==> config.mk <==
export PLATFORM = sky130hd
export DESIGN_NAME = regfile_read_mux32
export DESIGN_NICKNAME = d
export VERILOG_FILES = /design/src/rtl/regfile_read_mux32.sv
export SDC_FILE = /design/constraint.sdc
export NUM_CORES = 1
export LEC_CHECK = 0
export ABC_AREA = 1
export CAP_MARGIN = 20
export CORE_AREA = 2 2 414 416
export CTS_BUF_LIST = sky130_fd_sc_hd__clkbuf_4 sky130_fd_sc_hd__clkbuf_8
export DETAILED_ROUTE_END_ITERATION = 8
export DIE_AREA = 0 0 416 418
export GPL_TIMING_DRIVEN = 0
export RECOVER_POWER = 100
export REMOVE_ABC_BUFFERS = 1
export SYNTH_ARGS = -nofsm -noshare
export SYNTH_HDL_FRONTEND = slang
export SYNTH_SLANG_ARGS = --single-unit
==> constraint.sdc <==
create_clock -name clk -period 0.8 [get_ports clk]
set_clock_uncertainty 0.1 [all_clocks]
set_input_delay 0.16 -clock clk [delete_from_list [all_inputs] [get_ports clk]]
set_output_delay 0.16 -clock clk [all_outputs]
set_load 0.05 [all_outputs]
==> src/rtl/regfile_read_mux32.sv <==
`default_nettype none
// ============================================================================
// Module   : regfile_read_mux32
// Purpose  : Register-file read-port mux. Selects one of 32 WIDTH-bit words
//            with a 5-bit index and presents it on a registered output with
//            a load enable. One instance per read port.
// Options  : REGFILE_READ_MUX32_PARITY_EN adds out_par, a registered
//            even-parity bit of the selected word.
// Revision : 1.0 - initial release
// ============================================================================
module regfile_read_mux32 #(
  parameter int WIDTH = 32
) (
  input  logic             clk,
  input  logic             rst_n,
  input  logic [WIDTH-1:0] in00,
  input  logic [WIDTH-1:0] in01,
  input  logic [WIDTH-1:0] in02,
  input  logic [WIDTH-1:0] in03,
  input  logic [WIDTH-1:0] in04,
  input  logic [WIDTH-1:0] in05,
  input  logic [WIDTH-1:0] in06,
  input  logic [WIDTH-1:0] in07,
  input  logic [WIDTH-1:0] in08,
  input  logic [WIDTH-1:0] in09,
  input  logic [WIDTH-1:0] in10,
  input  logic [WIDTH-1:0] in11,
  input  logic [WIDTH-1:0] in12,
  input  logic [WIDTH-1:0] in13,
  input  logic [WIDTH-1:0] in14,
  input  logic [WIDTH-1:0] in15,
  input  logic [WIDTH-1:0] in16,
  input  logic [WIDTH-1:0] in17,
  input  logic [WIDTH-1:0] in18,
  input  logic [WIDTH-1:0] in19,
  input  logic [WIDTH-1:0] in20,
  input  logic [WIDTH-1:0] in21,
  input  logic [WIDTH-1:0] in22,
  input  logic [WIDTH-1:0] in23,
  input  logic [WIDTH-1:0] in24,
  input  logic [WIDTH-1:0] in25,
  input  logic [WIDTH-1:0] in26,
  input  logic [WIDTH-1:0] in27,
  input  logic [WIDTH-1:0] in28,
  input  logic [WIDTH-1:0] in29,
  input  logic [WIDTH-1:0] in30,
  input  logic [WIDTH-1:0] in31,
  input  logic [4:0]       sel,
  input  logic             en,
  output logic [WIDTH-1:0] out
`ifdef REGFILE_READ_MUX32_PARITY_EN
  ,
  output logic             out_par
`endif
);

  localparam logic [WIDTH-1:0] c_ZERO = '0;

  // Candidate words gathered into an array so the index maps 1:1 onto sel.
  logic [WIDTH-1:0] w_in [32];
  logic [WIDTH-1:0] out_d;
  logic [WIDTH-1:0] out_q;

  assign w_in[0]  = in00;
  assign w_in[1]  = in01;
  assign w_in[2]  = in02;
  assign w_in[3]  = in03;
  assign w_in[4]  = in04;
  assign w_in[5]  = in05;
  assign w_in[6]  = in06;
  assign w_in[7]  = in07;
  assign w_in[8]  = in08;
  assign w_in[9]  = in09;
  assign w_in[10] = in10;
  assign w_in[11] = in11;
  assign w_in[12] = in12;
  assign w_in[13] = in13;
  assign w_in[14] = in14;
  assign w_in[15] = in15;
  assign w_in[16] = in16;
  assign w_in[17] = in17;
  assign w_in[18] = in18;
  assign w_in[19] = in19;
  assign w_in[20] = in20;
  assign w_in[21] = in21;
  assign w_in[22] = in22;
  assign w_in[23] = in23;
  assign w_in[24] = in24;
  assign w_in[25] = in25;
  assign w_in[26] = in26;
  assign w_in[27] = in27;
  assign w_in[28] = in28;
  assign w_in[29] = in29;
  assign w_in[30] = in30;
  assign w_in[31] = in31;

  // Select the addressed word; all 32 codes are legal so no default path.
  always_comb begin
    out_d = w_in[sel];
  end

  // Output register: cleared asynchronously, loaded only when enabled.
  always_ff @(posedge clk or negedge rst_n) begin
    if (!rst_n) begin
      out_q <= c_ZERO;
    end else if (en) begin
      out_q <= out_d;
    end
  end

  assign out = out_q;

`ifdef REGFILE_READ_MUX32_PARITY_EN
  logic par_d;
  logic par_q;

  // Parity is computed from the mux output, not the register, so it lands
  // on the same edge as the word it describes.
  always_comb begin
    par_d = ^out_d;
  end

  // Parity register mirrors the data register's reset and enable behaviour.
  always_ff @(posedge clk or negedge rst_n) begin
    if (!rst_n) begin
      par_q <= 1'b0;
    end else if (en) begin
      par_q <= par_d;
    end
  end

  assign out_par = par_q;
`endif

endmodule
`default_nettype wire

# == Word level (Yosys, flattened, before mapping) ==
# Index checks and enable logic that the tools add are counted.
# classes
n_mux,3
order_cmp,1
n_bitwise,1
# op_table
cell,count
$bmux 32 s5,1
$mux 32,2
$ge 6x6->1 const B,1
$not 5->6,1
# totals
wordCells,6
inputBits,1032
output_inout_bits,32
register_bits,32

# == Logic depth before layout (Yosys ltp) ==
# Gate-level depths: netlist of run 1.
# logic_depth
depth_word,4
depth_mapped,12
mapped_depth_nobuf,9

# == Least setup slack after synthesis of run 1 ==
# OpenSTA, ideal clock, no wires.
# synth_timing
path_kind,in2reg
startpoint,in sel[1]
endpoint,"reg out_q[11], in the netlist out[11]"
path_slack_ps,-516
path_buffers,3
t_required_ps,582
arrival_time_ps,1098
path_stages,11
cell_sequence,buf_2 -> inv_2 -> buf_2 -> buf_2 -> nand3_1 -> nand3_1 -> nand2_1 -> nand2_1 -> nand3_1 -> nand3_1 -> nand2_1
# synth_between
elab_chain_cells,4
# synth_lines
item,line_no,text
start: declaration,48,"input logic [4:0] sel,"
$not 5->6 (not written as such),99,out_d = w_in[sel];
$bmux 32 s5,99,
$mux 32 (not written as such) (2 in series),99,
end signal: assignment,105,out_q <= c_ZERO;
end signal: assignment,107,out_q <= out_d;
end: declaration,62,logic [WIDTH-1:0] out_q;
# Every way passes these cells. The select of a mux whose other input is x is not followed.
# A chain may end at the register's enable or synchronous reset.

# == Final worst setup path of run 1 ==
# layout_timing
startpoint,in sel[1]
endpoint,"reg out_q[29], in the netlist out[29]"
# The elaborated chain is that of the path after synthesis.

==> results.cfg, run 1 <==
[outcome]
outcome = finished with violations
violations = hold timing, setup timing

[routing]
post_drt_wl_per_cell_um = 26.7
route.vias.total = 23200
antenna_left = 0
route.detailed.drc = 0
via_per_inst = 4.05
drt-initial-drc-count = 2952
drt_first_pass_iters = 8
postRouteWirelength_mm = 153

[global_routing]
grt_first_pass_wirelength_mm = 185
grt_max_degree = 99
first_global_vias = 21900
antenna_found_initial = 26
grtUsageTotal_pct = 15.6
grt_overflow = 0

[final_layout]
syn_to_final_growth_pct = 163
fillers = 19000
largest_reg_flops = 32
final_nets = 4533
utilization_pct = 18.0
drive_above_1_share_pct = 19.5
design_area_um2 = 30500

[power_and_ir_drop]
p_int_uw = 11800
total_power_uw = 23300
p_sw_share_pct = 49.5
max-vdd-ir-drop_mv = 0.613
power_frac_clock_pct = 9.0
p_sw_uw = 11500
power_frac_seq_pct = 8.7
p_leak_uw = 0.0126
power_frac_comb_pct = 82.2
power_density_nw_per_um2 = 763

[timing]
max_freq_mhz = 701
timing.final.max_slew_violations = 0
fin_hold_ws_ns = -0.350
min_period_ns = 1.43
final.setup.worst_slack_ns = -0.626
finalCritPeriodShare_pct = 178
setup_viol_count_final = 64
worstMarginPinSlew_ns = 0.723
fin_setup_tns_ns = -32.30
rsz0062_at_grt = yes
relSlewSlack_pct = 51.8
finalHoldViolCount = 13

[floorplanning]
initial_utilization_pct = 6.87
num_rows = 151
die_y_um = 418
die_w_um = 416
dieArea_um2 = 174000
pin_count = 1064
core_um2 = 169000

[placement]
io_buffers = 1063
placed_area_um2 = 24100
dpl.hpwl_mm = 85.9
globalplace.congestion = 0.933

[synth]
synth_seq_cells = 32
syn_inst = 2471
synth-warning-count = 0
yosys.cell_types.count = 12
syn_area_um2 = 11600
synth.avg_cell_area_um2 = 4.70
ys_seq_area_share_pct = 6.89

[critical_path]
path_cells = buf_16 > buf_16 > clkinv_16 > buf_12 > buf_12 > buf_16 > nand3_2 > nand3_1 > nand2_1 > nand2_1 > nand3_2 > nand3_2 > nand2_2
regToRegStartpoint = out[5]$_DFFE_PN0P_
cpPeakStageDelay_ns = 0.18
path_class = input pin to register
r2r_cells = 4
slowest_stage = buf_16
cp_data_required_time_ns = 1.02
end_kind = register
worstPathArrival_ns = 1.65
r2r-end = out[5]$_DFFE_PN0P_
r2r_slack_ns = -0.17
startpoint_type = input pin
crit_path_max_fanout = 8

[cts]
cts_tree = yes
cts_made_buffers = 5
clockBufferDepth = 2
cts-root-buf = clkbuf_8
clk_latency_ns = 0.40
h-tree-depth = 2
cts.clk_slew.worst_paths_ns = 0.16
clock-sinks = 32

[hold_path]
hold_class = input pin to asynchronous set/reset pin

[job]
cap_violations = 0
==> power by group through the flow <==
stage          Clock [µW]  Combinational (µW)  Sequential (µW)
6_report             2100               19200             2040
5_1_grt              2370               20100             2060
4_1_cts              2520               17600             2030
3_5_place_dp            0               13700             2000
3_3_place_gp            0               13000             1980
2_1_floorplan           0                3850             2780
==> critical path: cells and delay by family <==
kind | cells | cell delay, ns
buf+inv | 6 | 0.87
simple gates | 7 | 0.60
==> cells in the mapped netlist <==
| cell | instances | share of area (%) |
|---|---|---|
| buf_4 | 11 | 0.71 |
| dfrtp_1 | 32 | 6.9 |
| nand3_1 | 864 | 37 |
| buf_8 | 1 | 0.13 |
| buf_2 | 131 | 5.6 |
| buf_1 | 9 | 0.29 |
| inv_1 | 3 | 0.097 |
| inv_8 | 1 | 0.097 |
| nand2_1 | 1344 | 43 |
| clkbuf_1 | 25 | 0.81 |
| inv_2 | 2 | 0.065 |
| buf_6 | 48 | 4.7 |
==> cells by family (layout without fill, tap and decap cells) <==
kind of cell / after synthesis / after routing / synth area share [%]
flops: 32 / 32 / 6.89
simple gates: 2208 / 2208 / 80.6
other cells: 0 / 13 / 0
buf+inv: 231 / 1262 / 12.5
==> worst max path at each step <==
stage,start,endpoint,slack [ns],depth (start not counted)
final,sel[1],out[29]$_DFFE_PN0P_,-0.63,13
after floorplan,sel[1],out[0]$_DFFE_PN0P_,-2.18,8
after detailed placement,sel[0],out[14]$_DFFE_PN0P_,-2.61,11
after global placement,sel[0],out[22]$_DFFE_PN0P_,-27.63,10
after global routing,sel[1],out[7]$_DFFE_PN0P_,-0.62,13
after CTS,out[18]$_DFFE_PN0P_,out[18],-0.64,1
==> layout make-up <==
type / count / area (µm²) / share of cell area (%)
timing repair buffer: 1238 / 14700 / 48.1
multi-input combinational: 2208 / 11900 / 38.9
tap: 2218 / 2780 / 9.10
sequential: 32 / 802 / 2.63
timing repair inverter: 10 / 174 / 0.570
inverter: 6 / 106 / 0.349
clock buffer: 6 / 82.6 / 0.271
antenna: 13 / 32.5 / 0.107
clock inverter: 2 / 10.0 / 0.0328
==> cells in the final DEF (no fill, tap or decap), drive strengths merged <==
master and instances:
nand2 1344, clkdlybuf4s50 1022, nand3 864, buf 179, clkbuf 33, dfrtp 32
diode 13, inv 11, bufbuf 8, clkinv 7, dlymetal6s2s 2
==> layer usage <==
metal	part of all wire (%)	track usage (%)	up-vias
met1	38	18.6	10900
met5	0.025	0	-
met4	3.9	6.31	6
met2	46	25.5	1802
li1	-	-	10200
met3	13	5.39	288
==> through the flow <==
| stage | hold slack (ns) | worst slack [ns] | instances |
|---|---|---|---|
| after floorplan | -0.236 | -2.18 | 2246 |
| final | -0.350 | -0.626 | 5733 |
| after CTS | -0.549 | -0.637 | 5680 |
| after global placement | 0.364 | -27.63 | 5527 |
| after global routing | -0.351 | -0.619 | 5726 |
| after detailed placement | 0.0171 | -2.61 | 5545 |
==> timing repair <==
action	4_1_cts	5_1_grt
resized for setup	605	289
pin swaps	80	146
setup endpoints to repair	64	64
gates cloned	79	31
setup buffers	48	14
hold endpoints to repair	32	32
(Power assumes the default switching activity.)
==> run 2, diff against run 1 <==
--- a/config.mk
+++ b/config.mk
@@ -9,11 +9,13 @@
 export CAP_MARGIN = 20
 export CORE_AREA = 2 2 414 416
 export CTS_BUF_LIST = sky130_fd_sc_hd__clkbuf_4 sky130_fd_sc_hd__clkbuf_8
+export CTS_CLUSTER_DIAMETER = 30
 export DETAILED_ROUTE_END_ITERATION = 8
 export DIE_AREA = 0 0 416 418
 export GPL_TIMING_DRIVEN = 0
 export RECOVER_POWER = 100
 export REMOVE_ABC_BUFFERS = 1
+export SKIP_CTS_REPAIR_TIMING = 1
 export SYNTH_ARGS = -nofsm -noshare
 export SYNTH_HDL_FRONTEND = slang
 export SYNTH_SLANG_ARGS = --single-unit
==> run 2 against run 1 <==
  * The flow still finishes with violations (hold timing, setup timing)
  * Sequential share of layout area increased by 0.34 points
  * Critical endpoint is now out[16]$_DFFE_PN0P_
  * Highest routed layer unchanged
  * Clock power decreased by 2%
  * Sequential power about the same
  * Clock-buffer cell count unchanged
  * Via count decreased by 4.2%
  * Flip-flop and latch count unchanged
==> results.cfg, run 2 (synthesized netlist as in run 1, its figures left out) <==
[cts]
cts_tree = yes
clock-sinks = 32
h-tree-depth = 2
cts_made_buffers = 5
cts-root-buf = clkbuf_8
clk_latency_ns = 0.41
cts.clk_slew.worst_paths_ns = 0.14
clockBufferDepth = 2

[power_and_ir_drop]
power_frac_clock_pct = 10.0
p_leak_uw = 0.0112
p_sw_share_pct = 49.3
power_density_nw_per_um2 = 764
max-vdd-ir-drop_mv = 0.627
power_frac_seq_pct = 9.9
p_int_uw = 10500
power_frac_comb_pct = 80.2
p_sw_uw = 10200
total_power_uw = 20700

[critical_path]
end_kind = register
setup.worst_path.start = sel[1]
worstPathArrival_ns = 1.68
path_class = input pin to register
startpoint_type = input pin
cp.buffers_inverters = 4
crit_path_max_fanout = 8
cp_top_family = simple AND/OR/NAND/NOR gates
r2r_slack_ns = -0.07
regToRegStartpoint = out[7]$_DFFE_PN0P_
cpPeakStageDelay_ns = 0.21
cp_data_required_time_ns = 1.01
path_cells = buf_16 > buf_16 > clkinv_16 > buf_16 > nand3_1 > nand3_1 > nand2_1 > nand2_1 > nand3_4 > nand3_1 > nand2_1
slowest_stage = nand3_1

[final_layout]
seq_area_um2 = 802
syn_to_final_growth_pct = 133
fin_cells = 5671
final_nets = 4476
final_cell_mix = 1307 x nand2_1, 1024 x clkdlybuf4s50_1, 785 x nand3_1, 46 x buf_6, 41 x nand3_2
largest_reg_flops = 32
multiInputGateArea_um2 = 10200
design_area_um2 = 27000
drive_above_1_share_pct = 8.65
final_common_cell = nand2_1
fillers = 19400

[placement]
dpl.hpwl_mm = 85.9
placed_area_um2 = 24100
dp_cells = 5545
io_buffers = 1063
globalplace.congestion = 0.933

[routing]
drt_first_pass_iters = 5
postRouteWirelength_mm = 140
antenna_left = 0
routed.top_layer = met5
route.vias.total = 22200
route.detailed.drc = 0
wl_met2_mm = 66.0
drt-initial-drc-count = 2834
wl_met3_mm = 15.5
post_drt_wl_per_cell_um = 24.7
via_per_inst = 3.92
met1Wirelength_mm = 53.1

[global_routing]
grtUsageTotal_pct = 11.5
first_global_vias = 19500
grt_max_degree = 197
grt_first_pass_wirelength_mm = 143
antenna_found_initial = 24
grt_overflow = 0

[timing]
max_freq_mhz = 678
rsz0062_at_grt = yes
fin_hold_ws_ns = -0.343
worstMarginPinSlew_ns = 0.730
setup_viol_count_final = 64
finalHoldViolCount = 13
final.setup.worst_slack_ns = -0.674
min_period_ns = 1.47
relSlewSlack_pct = 51.3
timing.final.max_slew_violations = 0
fin_setup_tns_ns = -34.23
finalCritPeriodShare_pct = 184

[outcome]
violations = hold timing, setup timing
outcome = finished with violations

[job]
cap_violations = 0

[floorplanning]
die_w_um = 416
core_um2 = 169000
die_y_um = 418
initial_utilization_pct = 6.87
dieArea_um2 = 174000
num_rows = 151
pin_count = 1064

[hold_path]
hold_class = input pin to asynchronous set/reset pin
-- run 2: metal layers --
layer | track usage, % | vias up
met5 | 0 | -
met4 | 3.71 | 6
met3 | 2.47 | 223
met2 | 20.2 | 1598
met1 | 13.8 | 10400
li1 | - | 10000
-- run 2: final cells by class --
| cell class | count | area share (%) |
|---|---|---|
| sequential | 32 | 2.96 |
| inverter | 6 | 0.421 |
| timing repair inverter | 10 | 0.574 |
| tap | 2218 | 10.3 |
| clock inverter | 2 | 0.0370 |
| antenna | 8 | 0.0740 |
| clock buffer | 6 | 0.305 |
| multi-input combinational | 2208 | 37.6 |
| timing repair buffer | 1181 | 47.8 |
-- run 2: power groups by stage --
stage / Combinational [µW] / Clock (µW) / Sequential (µW)
2_1_floorplan: 3850 / 0 / 2780
5_1_grt: 17600 / 2380 / 2060
4_1_cts: 13800 / 2520 / 1980
6_report: 16600 / 2060 / 2040
3_5_place_dp: 13700 / 0 / 2000
3_3_place_gp: 13000 / 0 / 1980
-- run 2: worst paths after layout --
check	end	cells past startpoint
worst max-delay path	out[16]$_DFFE_PN0P_	11
worst min-delay path	out[26]$_DFFE_PN0P_	1
worst max register to register	out[7]$_DFFE_PN0P_	3
worst min register to register	out[12]$_DFFE_PN0P_	2
max in group asynchronous	out[18]$_DFFE_PN0P_	2
min in group clk	out[23]$_DFFE_PN0P_	5
-- run 2: per-stage QoR --
| step | util, % | worst slack [ns] |
|---|---|---|
| floorplan | - | -2.18 |
| global placement | 14.0 | -27.63 |
| detailed placement | 14.2 | -2.61 |
| CTS | 14.3 | -2.08 |
| global route | 16.0 | -0.659 |
| finish | 16.0 | -0.674 |
